`src/rtl/core_mmio_uart.sv`:
```
// Memory-mapped UART transmitter with TX FIFO, baud divider and a sticky test-pass flag.
// Define UART_PARITY_EN to add an even-parity bit (11-bit frame); default build sends 10-bit frames.
module core_mmio_uart #(
  parameter int          FIFO_DEPTH  = 4,
  parameter logic [15:0] DEFAULT_DIV = 16'd16
) (
  input  logic        clk,
  input  logic        resetn,
  input  logic [31:0] address,
  input  logic [31:0] wdata,
  input  logic        we,
  output logic        sel,
  output logic [31:0] rdata,
  output logic        tx,
  output logic        done
);

  localparam int AW = (FIFO_DEPTH > 1) ? $clog2(FIFO_DEPTH) : 1;
  localparam int CW = AW + 1;

  typedef enum logic [2:0] {
    S_IDLE,
    S_START,
    S_DATA,
`ifdef UART_PARITY_EN
    S_PARITY,
`endif
    S_STOP
  } state_t;

  logic [7:0]    fifo_mem [FIFO_DEPTH];
  logic [AW-1:0] wr_ptr_q, rd_ptr_q;
  logic [CW-1:0] count_q;
  state_t        state_q;
  logic [7:0]    shift_q;
  logic [2:0]    bit_idx_q;
  logic [15:0]   baud_cnt_q, bit_div_q, div_q;
  logic          tx_q, done_q, ovf_q;
  logic [31:0]   rdata_q, rdata_d;
`ifdef UART_PARITY_EN
  logic          parity_q;
`endif

  logic [1:0]  reg_idx;
  logic        wr_en, txdata_wr, push, pop, ovf_event;
  logic        fifo_full, fifo_empty, tx_busy, bit_end;
  logic [15:0] div_eff;
  logic [7:0]  pop_byte;
  logic        addr_lsb_unused;

  assign sel             = (address[31:4] == 28'h0000080);
  assign reg_idx         = address[3:2];
  assign addr_lsb_unused = ^address[1:0];
  assign wr_en           = we & sel & resetn;
  assign fifo_full       = (count_q == CW'(FIFO_DEPTH));
  assign fifo_empty      = (count_q == '0);
  assign tx_busy         = (state_q != S_IDLE);
  assign pop             = (state_q == S_IDLE) & ~fifo_empty;
  assign txdata_wr       = wr_en & (reg_idx == 2'd1);
  // A pop in the same cycle frees a slot, so a push into a full FIFO is still accepted.
  assign push            = txdata_wr & (~fifo_full | pop);
  assign ovf_event       = txdata_wr & fifo_full & ~pop;
  assign div_eff         = (div_q == 16'd0) ? 16'd1 : div_q;
  assign bit_end         = (baud_cnt_q == bit_div_q - 16'd1);
  assign pop_byte        = fifo_mem[rd_ptr_q];

  assign rdata = rdata_q;
  assign tx    = tx_q;
  assign done  = done_q;

  always_comb begin
    rdata_d = 32'd0;
    if (sel) begin
      case (reg_idx)
        2'd2:    rdata_d = {28'd0, ovf_q, fifo_empty, fifo_full, tx_busy};
        2'd3:    rdata_d = {16'd0, div_q};
        default: rdata_d = 32'd0;
      endcase
    end
  end

  always_ff @(posedge clk) begin
    if (push) fifo_mem[wr_ptr_q] <= wdata[7:0];
  end

  always_ff @(posedge clk) begin
    if (!resetn) begin
      wr_ptr_q <= '0;
      rd_ptr_q <= '0;
      count_q  <= '0;
      ovf_q    <= 1'b0;
      div_q    <= DEFAULT_DIV;
      done_q   <= 1'b0;
      rdata_q  <= 32'd0;
    end else begin
      if (push) wr_ptr_q <= wr_ptr_q + 1'b1;
      if (pop)  rd_ptr_q <= rd_ptr_q + 1'b1;
      case ({push, pop})
        2'b10:   count_q <= count_q + 1'b1;
        2'b01:   count_q <= count_q - 1'b1;
        default: count_q <= count_q;
      endcase
      if (ovf_event)
        ovf_q <= 1'b1;
      else if (wr_en && reg_idx == 2'd2 && wdata[3])
        ovf_q <= 1'b0;
      if (wr_en && reg_idx == 2'd3)
        div_q <= wdata[15:0];
      if (wr_en && reg_idx == 2'd0 && wdata == 32'hDEADBEEF)
        done_q <= 1'b1;
      rdata_q <= rdata_d;
    end
  end

  // bit_div_q is latched at every bit start so divider writes only apply at bit boundaries.
  always_ff @(posedge clk) begin
    if (!resetn) begin
      state_q    <= S_IDLE;
      tx_q       <= 1'b1;
      shift_q    <= 8'd0;
      bit_idx_q  <= 3'd0;
      baud_cnt_q <= 16'd0;
      bit_div_q  <= 16'd1;
`ifdef UART_PARITY_EN
      parity_q   <= 1'b0;
`endif
    end else begin
      case (state_q)
        S_IDLE: begin
          baud_cnt_q <= 16'd0;
          if (pop) begin
            shift_q   <= pop_byte;
            bit_div_q <= div_eff;
            tx_q      <= 1'b0;
            state_q   <= S_START;
`ifdef UART_PARITY_EN
            parity_q  <= ^pop_byte;
`endif
          end
        end
        S_START: begin
          if (bit_end) begin
            baud_cnt_q <= 16'd0;
            bit_div_q  <= div_eff;
            bit_idx_q  <= 3'd0;
            tx_q       <= shift_q[0];
            state_q    <= S_DATA;
          end else begin
            baud_cnt_q <= baud_cnt_q + 16'd1;
          end
        end
        S_DATA: begin
          if (bit_end) begin
            baud_cnt_q <= 16'd0;
            bit_div_q  <= div_eff;
            if (bit_idx_q == 3'd7) begin
`ifdef UART_PARITY_EN
              tx_q    <= parity_q;
              state_q <= S_PARITY;
`else
              tx_q    <= 1'b1;
              state_q <= S_STOP;
`endif
            end else begin
              bit_idx_q <= bit_idx_q + 3'd1;
              shift_q   <= {1'b0, shift_q[7:1]};
              tx_q      <= shift_q[1];
            end
          end else begin
            baud_cnt_q <= baud_cnt_q + 16'd1;
          end
        end
`ifdef UART_PARITY_EN
        S_PARITY: begin
          if (bit_end) begin
            baud_cnt_q <= 16'd0;
            bit_div_q  <= div_eff;
            tx_q       <= 1'b1;
            state_q    <= S_STOP;
          end else begin
            baud_cnt_q <= baud_cnt_q + 16'd1;
          end
        end
`endif
        S_STOP: begin
          if (bit_end) begin
            baud_cnt_q <= 16'd0;
            state_q    <= S_IDLE;
          end else begin
            baud_cnt_q <= baud_cnt_q + 16'd1;
          end
        end
        default: begin
          tx_q    <= 1'b1;
          state_q <= S_IDLE;
        end
      endcase
    end
  end

endmodule

```
`config.mk`:
```
export PLATFORM = sky130hd
export DESIGN_NAME = core_mmio_uart
export DESIGN_NICKNAME = d
export VERILOG_FILES = /design/src/rtl/core_mmio_uart.sv
export SDC_FILE = /design/constraint.sdc
export NUM_CORES = 1
export LEC_CHECK = 0
export ABC_AREA = 1
export BUFFER_PORTS_ARGS = -buffer_cell sky130_fd_sc_hd__buf_2
export CAP_MARGIN = 20
export CORE_MARGIN = 2
export CORE_UTILIZATION = 25
export CTS_CLUSTER_DIAMETER = 50
export DETAILED_ROUTE_END_ITERATION = 16
export PLACE_DENSITY = 0.45
export SYNTH_ARGS = -nofsm -noshare
export SYNTH_HDL_FRONTEND = slang
export SYNTH_SLANG_ARGS = --single-unit
```
`constraint.sdc`:
```
create_clock -name clk -period 6.75 [get_ports clk]
set_input_delay 1.0125 -clock clk [delete_from_list [all_inputs] [get_ports clk]]
set_output_delay 1.0125 -clock clk [all_outputs]
set_load 0.02 [all_outputs]
```
# After elaboration in Yosys (flattened, before gate mapping)

Memory sizes are Yosys's and may differ from the RTL's. A register that Yosys moved wholly into a read port is not among the register bits.
Index checks and enable logic that the tools add are counted.

Word-level logic and storage cells: 109
Bits in latches: 0
ROM bits: 0
Output and inout port bits: 35
Memory bits (writable): 32
Memories kept: 1
Input port bits: 67
Register bits after elaboration: 104

Muxes and demuxes: 32
Bitwise operators: 12
Shift-type cells: 0
Multipliers: 0
Equality and inequality tests: 20
$lt $le $gt $ge: 0
Div/mod/pow operators: 0
Add/subtract/negate cells: 7
Reduce and logical (&&, ||, !) cells: 24

Memories:

| name     | depth | width | rd ports | clocked after memory_dff | wr ports | line | text |
|---|---|---|---|---|---|---|---|
| fifo_mem | 4     | 8     | 1        | 1                        | 1        | 31   | `logic [7:0] fifo_mem [FIFO_DEPTH];` |

Operators with widths:

| cell                                                 | count |
|---|---|
| case mux 16 bit (2 select lines)                     | 3 |
| two-way mux 16 bit                                   | 4 |
| equality test 32 bit, second input constant          | 1 |
| equality test 28 x 8 -> 1 bit, second input constant | 1 |
| two-way mux 8 bit                                    | 3 |
| two-way mux 3 bit                                    | 7 |
| adder 16 x 1 -> 16 bit, second input constant        | 1 |
| equality test 16 bit                                 | 1 |
| logical NOT 16 bit                                   | 1 |
| case mux 8 bit (2 select lines)                      | 1 |
| subtractor 16 x 1 -> 16 bit, second input constant   | 1 |
| inequality test 2 bit, second input constant         | 6 |
| case mux 3 bit (2 select lines)                      | 2 |
| case mux 3 bit (4 select lines)                      | 1 |
| AND reduction 4 bit                                  | 3 |
| nonzero test 2 bit                                   | 6 |
| two-way mux 1 bit                                    | 8 |
| AND 1 bit                                            | 7 |
| adder 3 x 1 -> 3 bit, second input constant          | 2 |
| equality test 2 bit, second input constant           | 3 |
| equality test 3 x 2 -> 1 bit, second input constant  | 2 |
| equality test 3 bit, second input constant           | 2 |
| logical NOT 3 bit                                    | 2 |
| logical AND 1 bit                                    | 5 |
| other kinds (16)                                     | 22 |

# Longest topological paths before layout

Gate-level depths: netlist of run 1.

Depth in word-level cells: 7
Gate-level depth with buffers: 19
Mapped depth without buffers: 18

# Worst setup path after synthesis of run 1

OpenSTA, ideal clock, no wires.

Path type: input to register
Start: input port address[9]
End: register count_q[1]
Required time: 6.685 ns
Path buffers: 0
Stages on the path: 13
Arrival: 3.228 ns
Slack: 3.457 ns
Setup time: 0.065 ns
Cells stage by stage: nor2_1 nand3b_1 or2_2 nor3_2 nand2_2 nor2_4 nand3_2 ha_1 inv_1 fa_1 nor2_1 a21oi_1 nor2_1

Longest elaborated chain between the ends: 7
Elaborated cells on any way between the ends: 9
Classes of those cells: eq/ne: 3; mux: 1; bitwise: 4; reduce/logical: 1

Ends and longest elaborated chain:

| element                                                                      | line | text |
|---|---|---|
| start, declared                                                              | 9    | `input logic [31:0] address,` |
| equality test 28 x 8 -> 1 bit *                                              | 51   | `assign sel = (address[31:4] == 28'h0000080);` |
| named net sel                                                                | 12   | `output logic sel,` |
| AND 1 bit * (2 in a row)                                                     | 54   | `assign wr_en = we & sel & resetn;` |
| AND 1 bit *                                                                  | 59   | `assign txdata_wr = wr_en & (reg_idx == 2'd1);` |
| AND 1 bit *                                                                  | 61   | `assign push = txdata_wr & (~fifo_full \| pop);` |
| equality test 2 x 1 -> 1 bit / equality test 2 bit (equally long branches)   | 98   | `case ({push, pop})` |
| case mux 3 bit (2 select lines) / nonzero test 2 bit (equally long branches) | -    |  |
| end signal, assigned                                                         | 99   | `2'b10: count_q <= count_q + 1'b1;` |
| end signal, assigned                                                         | 100  | `2'b01: count_q <= count_q - 1'b1;` |
| end signal, assigned                                                         | 101  | `default: count_q <= count_q;` |
| end, declared                                                                | 33   | `logic [CW-1:0] count_q;` |

The timed path passes the listed nets; every way through them passes the cells marked *.
A chain may end at the register's enable or synchronous reset.

# Final worst setup path of run 1

Start: input port address[9]
End: memory fifo_mem[2][0], enable pin

Longest elaborated chain between the ends: 7

Ends and longest elaborated chain:

| element                                 | line | text |
|---|---|---|
| equality test 28 x 8 -> 1 bit           | 51   |  |
| AND 1 bit (2 in a row)                  | 54   |  |
| AND 1 bit                               | 59   |  |
| AND 1 bit                               | 61   |  |
| two-way mux 1 bit                       | 83   | `if (push) fifo_mem[wr_ptr_q] <= wdata[7:0];` |
| two-way mux 1 bit (not written as such) | 83   |  |
| end, declared                           | 31   |  |

No other way between the ends.

==> results of run 1 <==
[layer usage]
metal	part of all wire [%]	track usage, %	vias up
li1	-	-	2733
met1	50	16.9	2358
met2	43	19.6	117
met3	3.8	2.49	18
met4	2.3	5.48	0
met5	0	0	-
[critical path, cell delays in order]
cell      delay [ns]
buf_2           0.10
nor2_1          0.09
nand3b_1        0.07
or2_2           0.28
nor3_2          0.22
nand2_2         0.26
nor2_4          0.24
nand3_2         0.19
nor2_1          0.72
[worst max path at each step]
stage                from             end  cells past startpoint  slack, ns
6_report       address[9]  fifo_mem[2][0]                      9       3.60
5_1_grt        address[5]      count_q[1]                     14       3.31
4_1_cts        address[9]  fifo_mem[2][0]                      9       3.58
3_5_place_dp   address[9]  fifo_mem[2][1]                      9       3.15
3_3_place_gp   address[9]  fifo_mem[2][1]                      9       3.13
2_1_floorplan  address[9]      count_q[1]                     13       3.46
[sequential cells by signal, summed over array words and instances (netlist names), named ones only]
name	cells
done	1
bit_idx_q	3
baud_cnt_q	16
wr_ptr_q	2
rdata	16
count_q	3
ovf_q	1
shift_q	8
tx	1
state_q	2
fifo_mem	32
rd_ptr_q	2
div_q	16
bit_div_q	16
[cells in the mapped netlist, types with 2 or more instances]
cell type / n / share of area (%)
xnor2_1: 7 / 0.99
clkbuf_2: 2 / 0.16
nor2_1: 107 / 6.5
buf_2: 4 / 0.32
o22ai_1: 11 / 1.1
nor2_2: 5 / 0.51
clkbuf_1: 18 / 1.1
buf_4: 16 / 1.9
inv_1: 102 / 6.2
nand3_1: 34 / 2.8
nand2_4: 3 / 0.55
nand4_1: 20 / 2.0
nor3_1: 19 / 1.5
edfxtp_1: 32 / 16
or2_2: 2 / 0.20
nor4_1: 5 / 0.51
a21oi_1: 39 / 3.2
o21ai_0: 31 / 2.5
o211ai_1: 2 / 0.24
nand3b_1: 3 / 0.36
buf_6: 2 / 0.36
dfxtp_1: 89 / 29
inv_2: 3 / 0.18
nand2_1: 154 / 9.4
a211oi_1: 17 / 2.1
ha_1: 14 / 2.8
nand3_2: 2 / 0.32
nor2_4: 3 / 0.55
xor2_1: 19 / 2.7
o21ai_1: 4 / 0.32
a32o_1: 6 / 0.97
nand2_2: 4 / 0.41
o211a_1: 2 / 0.32
a22oi_1: 2 / 0.24
[power by group through the flow]
stage | clock (mW) | combinational, mW | sequential [mW]
global route | 1.04 | 0.993 | 0.850
finish | 0.977 | 0.858 | 0.842
global placement | 0 | 0.873 | 0.857
floorplan | 0 | 0.686 | 0.847
CTS | 0.998 | 0.872 | 0.841
detailed placement | 0 | 0.868 | 0.856
[metrics by stage]
| step | power [mW] | hold WS, ns | cells |
|---|---|---|---|
| 2_1_floorplan | 1.53 | 0.436 | 810 |
| 3_3_place_gp | 1.73 | 0.452 | 1176 |
| 3_5_place_dp | 1.72 | 0.457 | 1176 |
| 4_1_cts | 2.71 | 0.466 | 1208 |
| 5_1_grt | 2.88 | 0.493 | 1208 |
| 6_report | 2.68 | 0.461 | 1208 |
[cell type report]
class,count,area share (%)
flip-flops and latches,121,36.8
well taps,324,5.44
clock buffers,19,5.95
clock inverters,13,2.57
repair buffers,84,5.68
multi-input cells,541,38.2
inverters,106,5.36
[cells by family after synthesis]
group / after synthesis
DFF: 121
and+or+nand+nor: 366
buffers and inverters: 148
adders and majority gates: 15
xor gates and xnor gates: 26
other: 1
AOI/OAI and AO/OA: 118
==> flow_summary.json, run 1 <==
{
  "clk_pin_slew_worst_paths_ns": 0.06,
  "hold_path_end": "shift_q[4]",
  "mappedNetlistArea_mm2": 0.00617,
  "r2r-start": "bit_div_q[0]",
  "synthMuxAreaShare_pct": 0,
  "synth_compound_gate_area_share_pct": 11.7,
  "wl_um": 15400,
  "ys_types": 46,
  "cts.sinks": 121,
  "p_per_area_mw_per_mm2": 359,
  "clock.fmax_mhz": 318,
  "ys_seq_elements": 121,
  "drive_above_1_share_pct": 16.2,
  "cts_hold_buf": 0,
  "period_share_pct": 46.6,
  "finalClockSkew_ns": 0.0129,
  "ant_nets": 0,
  "synthSimpleGateAreaFrac_pct": 26.6,
  "start_util_pct": 25.4,
  "slew_violations": 0,
  "setup_ws_ns": 3.60,
  "nets": 953,
  "cts-root-buf": "clkbuf_16",
  "cts_resized": 0,
  "ir_worst_vdd_mv": 0.183,
  "synth_fa_ha_area_share_pct": 3.16,
  "r2r_slack_ns": 4.19,
  "synth-main-ff-cell": "dfxtp_1",
  "reg2reg_to": "shift_q[5]",
  "holdPathStages": 2,
  "placed_area_mm2": 0.00682,
  "cts_tree": "built",
  "synth_edf_count": 32,
  "cts_buffers": 17,
  "core-area_mm2": 0.0242,
  "crit_arrival_ns": 3.18,
  "place_ws_ns": 3.15,
  "rr_worst_depth": 15,
  "status": "finished clean",
  "fp.dieW_um": 161,
  "leakage_nw": 3.09,
  "die-area_mm2": 0.0260,
  "hold_viol": 0,
  "drt_iter0_markers": 343,
  "row_count": 57,
  "vias_per_cell": 4.33,
  "grt_overflow": 0,
  "rsz0062_at_grt": "no",
  "synth_top_family_by_area": "simple AND/OR/NAND/NOR gates",
  "drcViolationCount": 0,
  "cp_data_required_time_ns": 6.79,
  "die_y_um": 161,
  "avgSynthCellArea_um2": 7.76,
  "swShare_pct": 36.6,
  "port_buffers": 83,
  "endpoint_kind": "flip-flop",
  "grt_pass1_vias": 5069,
  "grt_usage_pct": 12.6,
  "ys_async_sr_fraction_pct": 0,
  "yosys.area_share.xor_xnor_pct": 3.69,
  "ctsLongestPathBuffers": 2,
  "min-delay-start": "shift_q[4]",
  "place_hpwl_um": 11300,
  "firstDrtPassIters": 4,
  "fillers": 2677,
  "grt_max_degree": 40,
  "io_pins": 102,
  "antennaDiodeCount": 0,
  "yosys_warnings": 0,
  "cp_max_fo": 17,
  "gp_congestion": 0.831,
  "finalSetupViolations": 0,
  "intPower_mw": 1.70,
  "multi_input_area_mm2": 0.00285,
  "pwr-share-seq_pct": 31.4,
  "area_delta_synth_final_pct": 20.7,
  "grt_pass1_wl_um": 25900,
  "p_comb_share_pct": 32.0,
  "antenna_found_initial": 0,
  "crit_type": "in2reg",
  "maxCapViolations": 0,
  "final_cell_mix": "154 x nand2_1, 107 x nor2_1, 102 x inv_1",
  "design_area_mm2": 0.00745,
  "clockPowerShare_pct": 36.5,
  "cts_max_level": 4,
  "finalCriticalPeriod_ns": 3.15,
  "synthesis.instances": 795,
  "wire_per_inst_um": 12.8,
  "post-cts-setup-buffer-count": 0,
  "clock_latency_ns": 0.42,
  "cp-start-kind": "input pin",
  "final_common_cell": "nand2_1",
  "dr_total_vias": 5226,
  "min_path_type": "reg2reg",
  "p_sw_uw": 980,
  "yosysSeqAreaShare_pct": 44.4,
  "regArea_mm2": 0.00274,
  "slew_headroom_pct": 32.1,
  "worst_slew_pin_slew_ns": 1.02,
  "fin_util_pct": 30.7,
  "finalSetupTns_ns": 0
}
Power figures use the tool's default switching activity.
==> inputs of run 2 (changes only) <==
--- a/config.mk
+++ b/config.mk
@@ -5,14 +5,14 @@
 export SDC_FILE = /design/constraint.sdc
 export NUM_CORES = 1
 export LEC_CHECK = 0
-export ABC_AREA = 1
+export ABC_AREA = 0
 export BUFFER_PORTS_ARGS = -buffer_cell sky130_fd_sc_hd__buf_2
 export CAP_MARGIN = 20
 export CORE_MARGIN = 2
 export CORE_UTILIZATION = 25
 export CTS_CLUSTER_DIAMETER = 50
 export DETAILED_ROUTE_END_ITERATION = 16
-export PLACE_DENSITY = 0.45
+export PLACE_DENSITY = 0.46
 export SYNTH_ARGS = -nofsm -noshare
 export SYNTH_HDL_FRONTEND = slang
 export SYNTH_SLANG_ARGS = --single-unit
==> constraint.sdc (replaced) <==
create_clock -name clk -period 2.7 [get_ports clk]
set_input_delay 0.405 -clock clk [delete_from_list [all_inputs] [get_ports clk]]
set_output_delay 0.405 -clock clk [all_outputs]
set_load 0.02 [all_outputs]
==> run 2 against run 1 <==
The flow now finishes with violations (setup timing). Global-route usage is 0.95 points higher. Non-clock buffer count up 86. Hold slack got worse by 0.23 ns. Combinational power grew to 2.6 times the previous value. Critical endpoint is now baud_cnt_q[14]. Highest routed layer unchanged.
==> flow_summary.json, run 2 <==
{
  "status": "finished, violations left",
  "failed_checks": "setup timing",
  "cts.sinks": 121,
  "mappedNetlistArea_mm2": 0.00594,
  "die_y_um": 158,
  "clock_latency_ns": 0.42,
  "antennaDiodeCount": 0,
  "avgSynthCellArea_um2": 9.53,
  "drt_iter0_markers": 199,
  "synth-main-ff-cell": "dfxtp_1",
  "start_util_pct": 25.4,
  "ctsLongestPathBuffers": 2,
  "gp_congestion": 0.751,
  "rr_worst_depth": 12,
  "synth_edf_count": 32,
  "grt_pass1_wl_um": 26000,
  "p_per_area_mw_per_mm2": 768,
  "finalCriticalPeriod_ns": 2.80,
  "crit_arrival_ns": 3.11,
  "row_count": 56,
  "grtUsageMet3_pct": 2.90,
  "design_area_mm2": 0.00823,
  "period_share_pct": 104,
  "synth_common_cells": "89 x dfxtp_1, 76 x nand2_1, 57 x a21oi_1, 40 x nor2_1, 32 x edfxtp_1",
  "r2r-start": "bit_div_q[0]",
  "yosysSeqAreaShare_pct": 46.2,
  "crit_end": "baud_cnt_q[14]",
  "finalSetupViolations": 37,
  "vias_per_cell": 4.56,
  "endpoint_kind": "flip-flop",
  "placed_area_mm2": 0.00711,
  "wire_per_inst_um": 14.5,
  "synthesis.instances": 623,
  "critPathLaunch": "bit_div_q[0]",
  "grt_usage_pct": 13.5,
  "reg2reg_to": "baud_cnt_q[14]",
  "synth.area.top_cells": "dfxtp_1 30%, edfxtp_1 16%, a21oi_1 4.8%, nand2_1 4.8%, mux4_2 3.0%",
  "hold_viol": 0,
  "grt_overflow": 0,
  "rsz0062_at_grt": "yes",
  "ant_nets": 0,
  "maxCapViolations": 0,
  "firstDrtPassIters": 4,
  "grt_max_degree": 54,
  "slew_headroom_pct": 58.2,
  "slew_violations": 0,
  "fillers": 2424,
  "core-area_mm2": 0.0234,
  "gr-usage-met2_pct": 22.8,
  "port_buffers": 83,
  "final_common_cell": "buf_2",
  "wl_um": 16200,
  "cp_max_fo": 6,
  "largest_reg_flops": 32,
  "leakage_nw": 3.30,
  "die-area_mm2": 0.0250,
  "final_cell_mix": "83 x buf_2, 82 x dfxtp_1, 74 x nand2_1",
  "cp-start-kind": "flip-flop",
  "r2r_slack_ns": -0.10,
  "antenna_found_initial": 0,
  "finalPower_mw": 6.32,
  "yosysMostFrequentCell": "dfxtp_1",
  "fp.dieW_um": 158,
  "yosys_warnings": 0,
  "cp_data_required_time_ns": 3.00,
  "ir_worst_vdd_mv": 0.630,
  "drcViolationCount": 0,
  "grt_use_met1_pct": 17.5,
  "setup_ws_ns": -0.105,
  "holdWs_ns": 0.233,
  "cts-root-buf": "clkbuf_16",
  "place_hpwl_um": 11400,
  "worst_slew_pin_slew_ns": 0.627,
  "synth_top_area_share_pct": 30.0,
  "grt_pass1_vias": 4932,
  "clock.fmax_mhz": 357,
  "ys_seq_elements": 121,
  "drive_above_1_share_pct": 34.4,
  "yosys.area.top_type": "dfxtp_1",
  "io_pins": 102,
  "grt_busiest_layer": "met2",
  "ys_async_sr_fraction_pct": 0,
  "area_delta_synth_final_pct": 38.7,
  "crit_type": "reg2reg",
  "min_path_type": "in2reg",
  "nets": 862,
  "clk_pin_slew_worst_paths_ns": 0.07,
  "cts_max_level": 4,
  "cts_buffers": 17,
  "cts_tree": "built",
  "dr_total_vias": 5076,
  "ys_types": 73,
  "finalClockSkew_ns": 0.0128,
  "top_register": "fifo_mem"
}
[run 2: changes by cell type after synthesis, moves of 16 or more]
cell / change
inv_1: -84
nand2_1: -78
nor2_1: -67
and3_1: +26
a21oi_1: +18
a211oi_1: -16
[run 2: layout make-up]
| class | count | area, µm² | share of cell area [%] |
|---|---|---|---|
| multi-input combinational | 451 | 3160 | 38.4 |
| sequential | 121 | 2760 | 33.5 |
| timing repair buffer | 170 | 1270 | 15.5 |
| clock buffer | 18 | 429 | 5.21 |
| tap | 319 | 399 | 4.85 |
| clock inverter | 14 | 138 | 1.67 |
| inverter | 19 | 71.3 | 0.866 |
[run 2: kinds of logic after synthesis]
group / Yosys count / synth area share, %
AO/OA/AOI/OAI: 128 / 13.7
XOR/XNOR: 24 / 3.54
adder cells (fa/ha/maj): 15 / 3.29
buffers and inverters: 66 / 5.82
flip-flops: 121 / 46.2
multiplexers: 21 / 5.25
other: 1 / 0.0632
AND/OR/NAND/NOR: 247 / 22.1
[run 2: worst min-delay path by stage]
stage                             from            to  slack [ns]  cells past startpoint
after CTS                    wdata[11]     div_q[11]        0.22                      3
after floorplan             shift_q[7]    shift_q[7]        0.43                      2
final                        wdata[11]     div_q[11]        0.23                      3
after global routing         wdata[13]     div_q[13]        0.22                      3
after detailed placement  bit_idx_q[1]  bit_idx_q[1]        0.45                      2
after global placement      shift_q[7]    shift_q[7]        0.44                      2
[run 2: routing by layer]
metal	vias up	part of all wire, %
met1	2391	48
li1	2551	-
met2	119	48
met3	15	3.6
met4	0	0.98
met5	-	0
[run 2: timing repair]
| action | in CTS | in global routing |
|---|---|---|
| pin swaps | 33 | 14 |
| cloned | 3 | 0 |
| resized for setup | 73 | 33 |
| hold buffers | 0 | 0 |
| endpoints found under the setup margin | 45 | 46 |
| buffers inserted | 16 | 4 |
[run 2: report_power, final]
part	leakage (nW)	internal (mW)	switching (mW)
registers	1.01	1.88	0.0189
clock network	0.278	1.29	0.913
logic	2.02	1.26	0.964
total	3.30	4.43	1.90
[run 2: critical path, stage by stage, from the launching register on]
cell and delay (ns):
dfxtp_4 0.36, or2_4 0.28, or4_1 0.47, o22ai_1 0.16, a222oi_1 0.10, buf_4 0.17
nor4_4 0.37, a211oi_4 0.12, buf_12 0.15, buf_8 0.12, buf_6 0.11, buf_6 0.11
a22o_1 0.17
[run 2: through the flow]
stage / instances / setup TNS [ns] / utilization, % / setup WS (ns)
finish: 1112 / -1.52 / 35.2 / -0.105
global route: 1112 / -6.12 / 35.2 / -0.207
floorplan: 638 / 0 / - / 0.00176
global placement: 1058 / -2.28 / 30.4 / -0.154
CTS: 1108 / -1.49 / 34.6 / -0.121
detailed placement: 1058 / -3.52 / 30.4 / -0.203
